--- config.mk ---
export PLATFORM = sky130hd
export DESIGN_NAME = swo_manch_tx
export DESIGN_NICKNAME = d
export VERILOG_FILES = /design/src/rtl/swo_manch_tx.sv
export SDC_FILE = /design/constraint.sdc
export NUM_CORES = 1
export LEC_CHECK = 0
export CELL_PAD_IN_SITES_DETAIL_PLACEMENT = 1
export CELL_PAD_IN_SITES_GLOBAL_PLACEMENT = 1
export CORE_MARGIN = 2
export CORE_UTILIZATION = 50
export CTS_CLUSTER_DIAMETER = 100
export DETAILED_ROUTE_END_ITERATION = 12
export HOLD_SLACK_MARGIN = 0.05
export PLACE_DENSITY_LB_ADDON = 0.1
export SLEW_MARGIN = 5
export SYNTH_ARGS = -nofsm -noshare
export SYNTH_HDL_FRONTEND = slang
export SYNTH_SLANG_ARGS = --single-unit
--- constraint.sdc ---
create_clock -name clk -period 8.55 [get_ports clk]
set_input_delay 1.71 -clock clk [delete_from_list [all_inputs] [get_ports clk]]
set_output_delay 1.71 -clock clk [all_outputs]
set_load 0.05 [all_outputs]
--- src/rtl/swo_manch_tx.sv ---
// Manchester SWO transmitter: start bit, back-to-back LSB-first bytes, idle-low closing gap.
// Half-bit length is captured at packet start so a packet never changes rate midway.
module swo_manch_tx #(
   parameter int CNT_W    = 16,
   parameter int GAP_BITS = 2
) (
   input  logic             clk,
   input  logic             rst_n,
   input  logic [CNT_W-1:0] halfbitlen,
   input  logic [7:0]       in_data,
   input  logic             in_valid,
   output logic             in_ready,
   output logic             SWOout,
   output logic             busy,
   output logic             byteSent
);
   localparam int GAP_W = CNT_W + $clog2(2 * GAP_BITS) + 1;

   typedef enum logic [2:0] {IDLE, START_H, START_L, DATA1, DATA2, GAP} state_t;

   state_t           state_reg, state_next;
   logic [CNT_W-1:0] hb_reg, hb_next;
   logic [CNT_W-1:0] tick_reg, tick_next;
   logic [GAP_W-1:0] gap_reg, gap_next;
   logic [GAP_W-1:0] gap_len;
   logic [7:0]       shift_reg, shift_next;
   logic [7:0]       hold_reg;
   logic [2:0]       bit_reg, bit_next;
   logic             hold_full_reg;
   logic             byte_sent_reg, byte_sent_next;
   logic             take, accept, half_end, gap_end;

   assign accept   = in_valid && !hold_full_reg;
   assign half_end = (tick_reg == hb_reg - CNT_W'(1));
   assign gap_len  = GAP_W'(2 * GAP_BITS) * GAP_W'(hb_reg);
   assign gap_end  = (gap_reg == gap_len - GAP_W'(1));

   assign in_ready = !hold_full_reg;
   assign busy     = (state_reg != IDLE);
   assign byteSent = byte_sent_reg;

   // Line level is a pure function of registered state so reset pulls it low at once.
   always_comb begin
      SWOout = 1'b0;
      case (state_reg)
         START_H: SWOout = 1'b1;
         DATA1:   SWOout = shift_reg[0];
         DATA2:   SWOout = ~shift_reg[0];
         default: SWOout = 1'b0;
      endcase
   end

   always_comb begin
      state_next     = state_reg;
      hb_next        = hb_reg;
      tick_next      = half_end ? '0 : tick_reg + CNT_W'(1);
      gap_next       = gap_reg;
      shift_next     = shift_reg;
      bit_next       = bit_reg;
      byte_sent_next = byte_sent_reg;
      take           = 1'b0;
      case (state_reg)
         IDLE: begin
            tick_next = '0;
            gap_next  = '0;
            if (hold_full_reg) begin
               take       = 1'b1;
               hb_next    = (halfbitlen == '0) ? CNT_W'(1) : halfbitlen;
               shift_next = hold_reg;
               bit_next   = 3'd0;
               state_next = START_H;
            end
         end
         START_H: begin
            if (half_end) state_next = START_L;
         end
         START_L: begin
            if (half_end) state_next = DATA1;
         end
         DATA1: begin
            if (half_end) state_next = DATA2;
         end
         DATA2: begin
            if (half_end) begin
               if (bit_reg == 3'd7) begin
                  byte_sent_next = ~byte_sent_reg;
                  // A waiting byte continues the packet without a new start bit.
                  if (hold_full_reg) begin
                     take       = 1'b1;
                     shift_next = hold_reg;
                     bit_next   = 3'd0;
                     state_next = DATA1;
                  end else begin
                     gap_next   = '0;
                     state_next = GAP;
                  end
               end else begin
                  bit_next   = bit_reg + 3'd1;
                  shift_next = {1'b0, shift_reg[7:1]};
                  state_next = DATA1;
               end
            end
         end
         GAP: begin
            tick_next = '0;
            if (gap_end) state_next = IDLE;
            else         gap_next   = gap_reg + GAP_W'(1);
         end
         default: state_next = IDLE;
      endcase
   end

   always_ff @(posedge clk or negedge rst_n) begin
      if (!rst_n) begin
         state_reg     <= IDLE;
         hb_reg        <= CNT_W'(1);
         tick_reg      <= '0;
         gap_reg       <= '0;
         shift_reg     <= '0;
         bit_reg       <= '0;
         byte_sent_reg <= 1'b0;
      end else begin
         state_reg     <= state_next;
         hb_reg        <= hb_next;
         tick_reg      <= tick_next;
         gap_reg       <= gap_next;
         shift_reg     <= shift_next;
         bit_reg       <= bit_next;
         byte_sent_reg <= byte_sent_next;
      end
   end

   // Holding register: an accept on the same edge as a take keeps it full with the new byte.
   always_ff @(posedge clk or negedge rst_n) begin
      if (!rst_n) begin
         hold_reg      <= '0;
         hold_full_reg <= 1'b0;
      end else begin
         if (accept) hold_reg <= in_data;
         hold_full_reg <= accept | (hold_full_reg & ~take);
      end
   end

endmodule

Word level (Yosys, flattened, before mapping)
Cells that the tools add are included.
- bits in registers: 75
- logic and storage cells: 79
- output and inout port bits: 4
- add/sub/neg operators: 5
- reduce and logical (&&, ||, !) cells: 13
- bitwise gates (word level): 5
- mux-type cells: 30
- eq/ne operators: 17
- operators by type and width (operator ; number):
    $mux 19 ; 4
    $pmux 19 s3 ; 1
    $mux 16 ; 3
    $mux 3 ; 11
    $mux 8 ; 3
    $add 19x1->19 const B ; 1
    $eq 19x19->1 ; 1
    $sub 18x1->19 const B ; 1
    $ne 2x2->1 const B ; 9
    $pmux 3 s6 ; 1
    $add 16x1->16 const B ; 1
    $eq 16x16->1 ; 1
    $logic_not 16->1 ; 1
    $pmux 8 s2 ; 1
    $sub 16x1->16 const B ; 1
    $eq 3x3->1 const B ; 3
    $eq 3x2->1 const B ; 2
    $pmux 3 s2 ; 1
    $reduce_and 6->1 ; 1
    $reduce_bool 3->1 ; 2
    $reduce_and 5->1 ; 1
    $reduce_and 2->1 ; 2
    $add 3x1->3 const B ; 1
    $eq 3x1->1 const B ; 1
    12 further kinds ; 16

Longest topological paths before layout
Gate-level depths: netlist (run 1).
- depth after elaboration: 7
- gate-level depth with buffers: 14

Worst setup path before layout (run 1)
Ideal clock, no wire load.
- kind: register -> output
- start point: register state_reg[2]
- end point: output port SWOout
- arrival: 2.077 ns
- path slack: 4.763 ns
- path buffers: 1
- cell stages (with the launch flop): 6
- cells stage by stage: dfrtp_1 -> clkbuf_1 -> clkinv_1 -> nor3_1 -> nor2_1 -> o21ai_0
- word-level cells in the longest chain between the ends: 2
- RTL lines (item ; RTL line ; text):
    from (decl) ; 21 ; state_t state_reg, state_next;
    from (signal assigned) ; 123 ; state_reg <= state_next;
    $eq 3x3->1, or another cell as far along ; 45 ; case (state_reg)
    $pmux 1 s3 * ; 45 ;
    to (decl) ; 13 ; output logic SWOout,
Every way passes the cells marked *; elsewhere a longest branch is shown, timed or not.

Final worst setup path (run 1)
- start point: register hb_reg[4]
- end point: register gap_reg[9]
- word-level cells in the longest chain between the ends: 4
- RTL lines (item ; RTL line ; text):
    from (decl) ; 22 ; logic [CNT_W-1:0] hb_reg, hb_next;
    from (signal assigned) ; 124 ; hb_reg <= hb_next;
    $sub 18x1->19 / $sub 16x1->16 (equally long branches) ; 36, 34 ;
    $eq 19x19->1 / $eq 16x16->1 (equally long branches) ; 36, 34 ;
    $ne 2x2->1 (no source line) ; - ;
    $reduce_and 5->1 (no source line) * ; - ;
    to (signal assigned) ; 126 ; gap_reg <= gap_next;
    to (decl) ; 24 ; logic [GAP_W-1:0] gap_reg, gap_next;
Marked as above.
A chain may end at the register's enable or synchronous reset.

==> qor_table.md, run 1 <==
| Item | Value |
| --- | --- |
| Outcome | finished, final reports clean |
| Height of the die | 102.7 um |
| Number of unique standard cell types used by synthesis | 65 |
| Number of warnings reported in the yosys synthesis log | 0 |
| Max cap viols | 0 |
| VDD IR-drop max | 114.6 uV |
| Highest-count cells in the layout ignoring fill and taps | sky130_fd_sc_hd__dfrtp_1, sky130_fd_sc_hd__nor2_1, sky130_fd_sc_hd__nand2_1, sky130_fd_sc_hd__nand3_1, sky130_fd_sc_hd__inv_1 |
| Setup Crit Path Kind | reg2reg |
| Switching share of power | 0.3619 |
| Power share of the clock group | 0.230 |
| Crit path cell chain | or4_4 > nor4_4 > nand2_1 > xnor2_1 > and4_1 > a21oi_2 > a311o_1 > o21ai_0 |
| First-pass iteration count of the detailed router | 4 |
| Register-to-register setup slack | 4380 ps |
| Total internal power | 0.6701 mW |
| Total cell area at the placement stage | 5190 sq um |
| Finish-stage setup viols | 0 |
| Synthesis-to-finish area growth | 9.812% |
| Maximum number of pins on one net before global-route repair | 76 |
| Worst hold path class | reg2reg |
| Tmin final | 4166 ps |
| RSZ-0062 raised after global routing | no |
| Number of vias after detailed routing | 4,239 |
| Horizontal die dimension | 102.7 um |
| Pwr Density | 196.3 nW/um^2 |
| Cell count after synthesis | 552 |
| Crit-path max cell delay | 790 ps |
| Area of the die | 10,550 sq um |
| I/O pin count | 31 |
| Total congestion overflow after global routing | 0 |
| TritonCTS buffer count | 9 |
| Overall routed net length | 13,410 um |
| P_sw | 0.3800 mW |
| Global-route wire length before repair | 22,050 um |
| DR DRC count | 0 |
| Detail Route Antenna Nets | 0 |
| Area of the core | 9594 sq um |
| Vias in the first global route | 4,385 |
| Number of endpoints with negative hold slack in the final report | 0 |
| Critical path's slowest cell | sky130_fd_sc_hd__a311o_1 |
| Proportion of synthesized chip area in sequential cells | 0.3856 |
| Violation count after the first detailed-routing iteration | 162 |
| Vias per inst | 6.073 |
| Skew final | 11.54 ps |
| Synthesized area | 4871 sq um |
| Final TNS setup | 0 ps |
| Most common cell after layout, fill and taps aside | sky130_fd_sc_hd__dfrtp_1 |
| Flip-flop count of the largest register after layout | 19 |
| Maximum operating frequency | 240.0 MHz |
| Count of final max-slew check failures | 0 |
| Least-Margin Pin Slew | 965.6 ps |
| Type of element capturing the critical path | register |
| Ratio of cells with drive above 1 in the final layout | 0.08850 |
| Number of buffers added to fix hold violations after cts | 0 |
| Final period util | 0.4873 |
| Drt wl/cell | 19.21 um |
| Sequential Power Share | 0.487 |
| # fillers | 1,164 |
| Dominant synthesized flop cell | sky130_fd_sc_hd__dfrtp_1 |
| Post-route cell area | 5349 sq um |
| Post-CTS repair timing setup buffer count | 0 |
| Number of enable flip-flop cells after synthesis | 0 |
| Max transition margin | 0.3563 |
| Comb pwr share | 0.283 |
| Antenna violations before repair | 0 |
| Placement Rows | 36 |
| NumNets Final | 594 |
| Leakage component of the power | 2.181 nW |
| GRT Overall Usage | 0.2712 |
| Final HPWL from detailed placement | 9929 um |
| Async set-or-reset flop fraction in the synthesized netlist | 1.000 |
| Post-synthesis net count | 584 |
| Worst EP arrival | 4350 ps |
| Number of gates given a new drive strength after cts | 0 |
| Number of clock sinks | 75 |
| Clock tree from TritonCTS | built |
| Clock latency reported for the late side of the worst-skew pair | 350 ps |
| Port Buffer Count | 30 |
| Worst hold slack | 490.1 ps |
| Root Buffer Master | sky130_fd_sc_hd__clkbuf_8 |
| Maximum fanout along the worst path | 19 |
| Diode insertion count for antenna repair | 0 |
| Endpoint required time on the critical path | 8740 ps |
| CTS Buffer Depth | 2 |
| Power consumption | 1.050 mW |
| Starting utilization of the core area | 0.5077 |
| Number of storage elements in the synthesis netlist | 75 |
| Worst-path clk slew | 80 ps |
| Average cell area after synthesis | 8.824 sq um |
| Deepest level of the CTS H-tree | 3 |
| Startpoint types | register |
| Routability-driven placement congestion ratio | 0.9269 |
-- per-layer routing --
metal	track usage	part of all wire	up-vias
met5	0	0	-
met4	0.08923	0.019	0
met3	0.04136	0.042	23
met2	0.4731	0.51	82
met1	0.3448	0.43	2132
li1	-	-	2002
-- cells by family (layout without fill, tap and decap cells) --
| group | after synthesis | in the layout | share of synthesized area |
|---|---|---|---|
| AND/OR/NAND/NOR | 219 | 219 | 0.2443 |
| multiplexers | 23 | 23 | 0.05215 |
| adder cells (fa/ha/maj) | 5 | 5 | 0.01284 |
| XOR/XNOR | 48 | 48 | 0.09196 |
| AO/OA/AOI/OAI | 118 | 118 | 0.1572 |
| buffers and inverters | 64 | 77 | 0.05600 |
| flip-flops | 75 | 75 | 0.3856 |
-- stage by stage --
stage,setup WS [ps],cells,util
2_1_floorplan,4763,552,-
3_3_place_gp,4623,684,0.5409
3_5_place_dp,4433,684,0.5409
4_1_cts,4395,698,0.5575
5_1_grt,4159,698,0.5575
6_report,4384,698,0.5575
-- worst max-delay path, delay by kind of cell (launching register included) --
kind	cells	cell delay, ps
compound gates	3	1670
simple gates	4	1610
flops	1	540
xor+xnor	1	160
-- synth_stat cells (5+ instances only) --
cell type	count	area, sq um
sky130_fd_sc_hd__a21oi_1	22	110.1
sky130_fd_sc_hd__a2bb2oi_1	7	61.31
sky130_fd_sc_hd__a31oi_1	12	75.07
sky130_fd_sc_hd__and3_1	19	118.9
sky130_fd_sc_hd__buf_2	5	25.02
sky130_fd_sc_hd__clkbuf_1	22	82.58
sky130_fd_sc_hd__dfrtp_1	74	1852
sky130_fd_sc_hd__ha_1	5	62.56
sky130_fd_sc_hd__inv_1	31	116.4
sky130_fd_sc_hd__mux2_2	19	214.0
sky130_fd_sc_hd__nand2_1	39	146.4
sky130_fd_sc_hd__nand3_1	35	175.2
sky130_fd_sc_hd__nand3b_1	8	60.06
sky130_fd_sc_hd__nand4_1	5	31.28
sky130_fd_sc_hd__nor2_1	49	183.9
sky130_fd_sc_hd__nor2b_1	6	37.54
sky130_fd_sc_hd__nor3_1	14	70.07
sky130_fd_sc_hd__nor4_1	14	87.58
sky130_fd_sc_hd__o21ai_0	29	145.1
sky130_fd_sc_hd__o21ai_1	7	35.03
sky130_fd_sc_hd__xnor2_1	24	210.2
sky130_fd_sc_hd__xor2_1	22	192.7
-- path summary, 6_finish.rpt --
check / from / end / cells after the start
worst max register to register: hb_reg[4]$_DFFE_PN0P_ / gap_reg[9]$_DFFE_PN0P_ / 8
min in group asynchronous: rst_n / hb_reg[7]$_DFFE_PN0P_ / 1
worst max-delay path: hb_reg[4]$_DFFE_PN0P_ / gap_reg[9]$_DFFE_PN0P_ / 8
worst min register to register: byteSent$_DFFE_PN0P_ / byteSent$_DFFE_PN0P_ / 1
worst min-delay path: byteSent$_DFFE_PN0P_ / byteSent$_DFFE_PN0P_ / 1
max in group asynchronous: rst_n / tick_reg[6]$_DFF_PN0_ / 1
-- cell type report --
type	count	area [sq um]	area share
timing repair buffer	31	305.3	0.05708
tap	133	166.4	0.03111
multi-input combinational	413	2720	0.5085
sequential	75	1878	0.3511
clock buffer	12	145.1	0.02713
clock inverter	2	13.76	0.002573
inverter	32	120.1	0.02246
-- power by group through the flow --
stage          clock network [mW]  registers (mW)  logic, mW
3_3_place_gp                    0           0.509      0.282
3_5_place_dp                    0           0.516      0.294
4_1_cts                     0.247           0.509      0.298
5_1_grt                     0.263           0.521      0.329
2_1_floorplan                   0           0.458      0.252
6_report                    0.241           0.511      0.298
Note: power is estimated with default switching activity, not from simulation.
==> inputs of run 2 (changes only) <==
--- a/config.mk
+++ b/config.mk
@@ -8,7 +8,7 @@
 export CELL_PAD_IN_SITES_DETAIL_PLACEMENT = 1
 export CELL_PAD_IN_SITES_GLOBAL_PLACEMENT = 1
 export CORE_MARGIN = 2
-export CORE_UTILIZATION = 50
+export CORE_UTILIZATION = 42
 export CTS_CLUSTER_DIAMETER = 100
 export DETAILED_ROUTE_END_ITERATION = 12
 export HOLD_SLACK_MARGIN = 0.05
==> constraint.sdc (replaced) <==
create_clock -name clk -period 3.35 [get_ports clk]
set_input_delay 0.67 -clock clk [delete_from_list [all_inputs] [get_ports clk]]
set_output_delay 0.67 -clock clk [all_outputs]
set_load 0.05 [all_outputs]
==> qor_table.md, run 2 (synthesized netlist as in run 1, its figures left out) <==
| Item | Value |
| --- | --- |
| Routability-driven placement congestion ratio | 0.9216 |
| I/O pin count | 31 |
| Deepest level of the CTS H-tree | 3 |
| Synthesis-to-finish area growth | 18.60% |
| Worst hold path class | in2async |
| Final period util | 0.9532 |
| Most common cell after layout, fill and taps aside | sky130_fd_sc_hd__dfrtp_1 |
| DR DRC count | 0 |
| Number of gates given a new drive strength after cts | 0 |
| Height of the die | 111.7 um |
| Count of final max-slew check failures | 0 |
| Diode insertion count for antenna repair | 0 |
| Placement Rows | 39 |
| Number of clock sinks | 75 |
| Flip-flop count of the largest register after layout | 19 |
| # fillers | 1,335 |
| Max cap viols | 0 |
| Area of the core | 11,370 sq um |
| Drt wl/cell | 19.44 um |
| VDD IR-drop max | 349.0 uV |
| Total cell area at the placement stage | 5448 sq um |
| Endpoint required time on the critical path | 3580 ps |
| Worst EP arrival | 3420 ps |
| Tmin final | 3193 ps |
| Highest-count cells in the layout ignoring fill and taps | sky130_fd_sc_hd__dfrtp_1, sky130_fd_sc_hd__nor2_1, sky130_fd_sc_hd__nand2_1, sky130_fd_sc_hd__nand3_1, sky130_fd_sc_hd__inv_1 |
| Max transition margin | 0.3393 |
| Final HPWL from detailed placement | 10,490 um |
| Crit-path max cell delay | 660 ps |
| Ratio of cells with drive above 1 in the final layout | 0.1481 |
| RSZ-0062 raised after global routing | no |
| Clock latency reported for the late side of the worst-skew pair | 340 ps |
| Number of vias after detailed routing | 4,387 |
| Port Buffer Count | 30 |
| Post-CTS repair timing setup buffer count | 0 |
| Footprint of the flip-flops and latches | 1878 sq um |
| Outcome | finished, final reports clean |
| Maximum number of pins on one net before global-route repair | 76 |
| Worst-path clk slew | 50 ps |
| Finish-stage setup viols | 0 |
| Antenna violations before repair | 0 |
| Total congestion overflow after global routing | 0 |
| First-pass iteration count of the detailed router | 4 |
| Combined area of the multi-input logic cells | 2769 sq um |
| Setup Crit Path Kind | reg2reg |
| Leakage component of the power | 2.394 nW |
| Clock tree from TritonCTS | built |
| Number of buffers added to fix hold violations after cts | 0 |
| Critical path's slowest cell | sky130_fd_sc_hd__or4_4 |
| Skew final | 5.113 ps |
| Root Buffer Master | sky130_fd_sc_hd__clkbuf_16 |
| Post-route cell area | 5777 sq um |
| GRT Overall Usage | 0.2425 |
| Violation count after the first detailed-routing iteration | 210 |
| Maximum fanout along the worst path | 15 |
| Crit path cell chain | or4_4 > nor4_4 > buf_4 > mux2i_1 > nand3_1 > buf_4 > nor3_4 > nand2_2 > buf_4 > nand2_1 > buf_12 > nor2_1 |
| NumNets Final | 623 |
| Number of endpoints with negative hold slack in the final report | 0 |
| Starting utilization of the core area | 0.4284 |
| Vias in the first global route | 4,761 |
| Horizontal die dimension | 111.7 um |
| Maximum operating frequency | 313.1 MHz |
| Overall routed net length | 14,330 um |
| Type of element capturing the critical path | register |
| TritonCTS buffer count | 9 |
| Cell repeated most along the worst path | sky130_fd_sc_hd__buf_4 |
| CTS Buffer Depth | 2 |
| Pwr Density | 535.6 nW/um^2 |
| Area of the die | 12,470 sq um |
| Startpoint types | register |
| Least-Margin Pin Slew | 991.1 ps |
| Global-route wire length before repair | 24,160 um |
| Detail Route Antenna Nets | 0 |
| Final TNS setup | 0 ps |
| Vias per inst | 5.953 |
-- run 2: cell types whose count changed in the layout (fill, tap and decap cells not counted), moves of 2 or more --
| cell | change |
|---|---|
| sky130_fd_sc_hd__clkbuf_8 | -9 |
| sky130_fd_sc_hd__buf_12 | +2 |
| sky130_fd_sc_hd__clkbuf_16 | +9 |
| sky130_fd_sc_hd__nor4_1 | -2 |
| sky130_fd_sc_hd__buf_4 | +27 |
-- run 2: final timing paths --
check                                       from                     end  slack (ps)  depth (start not counted)
max                        hb_reg[6]$_DFFE_PN0P_  tick_reg[15]$_DFF_PN0_         160                         12
min                                        rst_n   hb_reg[3]$_DFFE_PN0P_         480                          1
max reg2reg                hb_reg[6]$_DFFE_PN0P_  tick_reg[15]$_DFF_PN0_         160                         12
min reg2reg                 byteSent$_DFFE_PN0P_    byteSent$_DFFE_PN0P_         490                          1
max in group asynchronous                  rst_n  gap_reg[8]$_DFFE_PN0P_        2210                          1
min in group clk            byteSent$_DFFE_PN0P_    byteSent$_DFFE_PN0P_         490                          1
-- run 2: final cells by class --
cell class,instances,share of cell area
flip-flops and latches,75,0.3251
inverters,32,0.02079
clock buffers,11,0.04202
well taps,143,0.03097
multi-input cells,413,0.4793
repair buffers,60,0.09487
clock inverters,3,0.006931
-- run 2: worst max-delay path: cells and delay by family (launching register included) --
kind	cells	cell delay [ps]
DFF	1	370
and+or+nand+nor	7	1720
muxes	1	230
buffers and inverters	4	760
-- run 2: routing by layer --
metal  GRT usage  vias to the layer above  share of wire
li1            -                     2053              -
met1      0.3143                     2221           0.46
met2      0.3988                       80           0.48
met3     0.04355                       33          0.037
met4      0.1053                        0          0.027
met5           0                        -              0
-- run 2: through the flow --
stage	util	hold WS, ps	total power, mW	instances	setup WS, ps
floorplan	-	374.4	1.814	552	21.09
global placement	0.4791	461.5	2.092	723	143.2
detailed placement	0.4791	469.7	2.126	723	73.83
CTS	0.5040	487.8	3.098	737	52.37
global route	0.5081	494.7	3.272	737	3.147
finish	0.5081	476.0	3.094	737	156.6
-- run 2: power by group --
part           switching, mW  total [mW]  internal (mW)
sequential             0.183        1.24           1.06
clock                  0.369       0.955          0.586
combinational          0.474       0.897          0.423
total                   1.03        3.09           2.07
==> inputs of run 3 (changes only) <==
--- a/config.mk
+++ b/config.mk
@@ -5,6 +5,7 @@
 export SDC_FILE = /design/constraint.sdc
 export NUM_CORES = 1
 export LEC_CHECK = 0
+export ABC_CLOCK_PERIOD_IN_PS = 3350
 export CELL_PAD_IN_SITES_DETAIL_PLACEMENT = 1
 export CELL_PAD_IN_SITES_GLOBAL_PLACEMENT = 1
 export CORE_MARGIN = 2
==> results of run 3 <==
Final layout, timing and power as in run 2 (identical DEF).
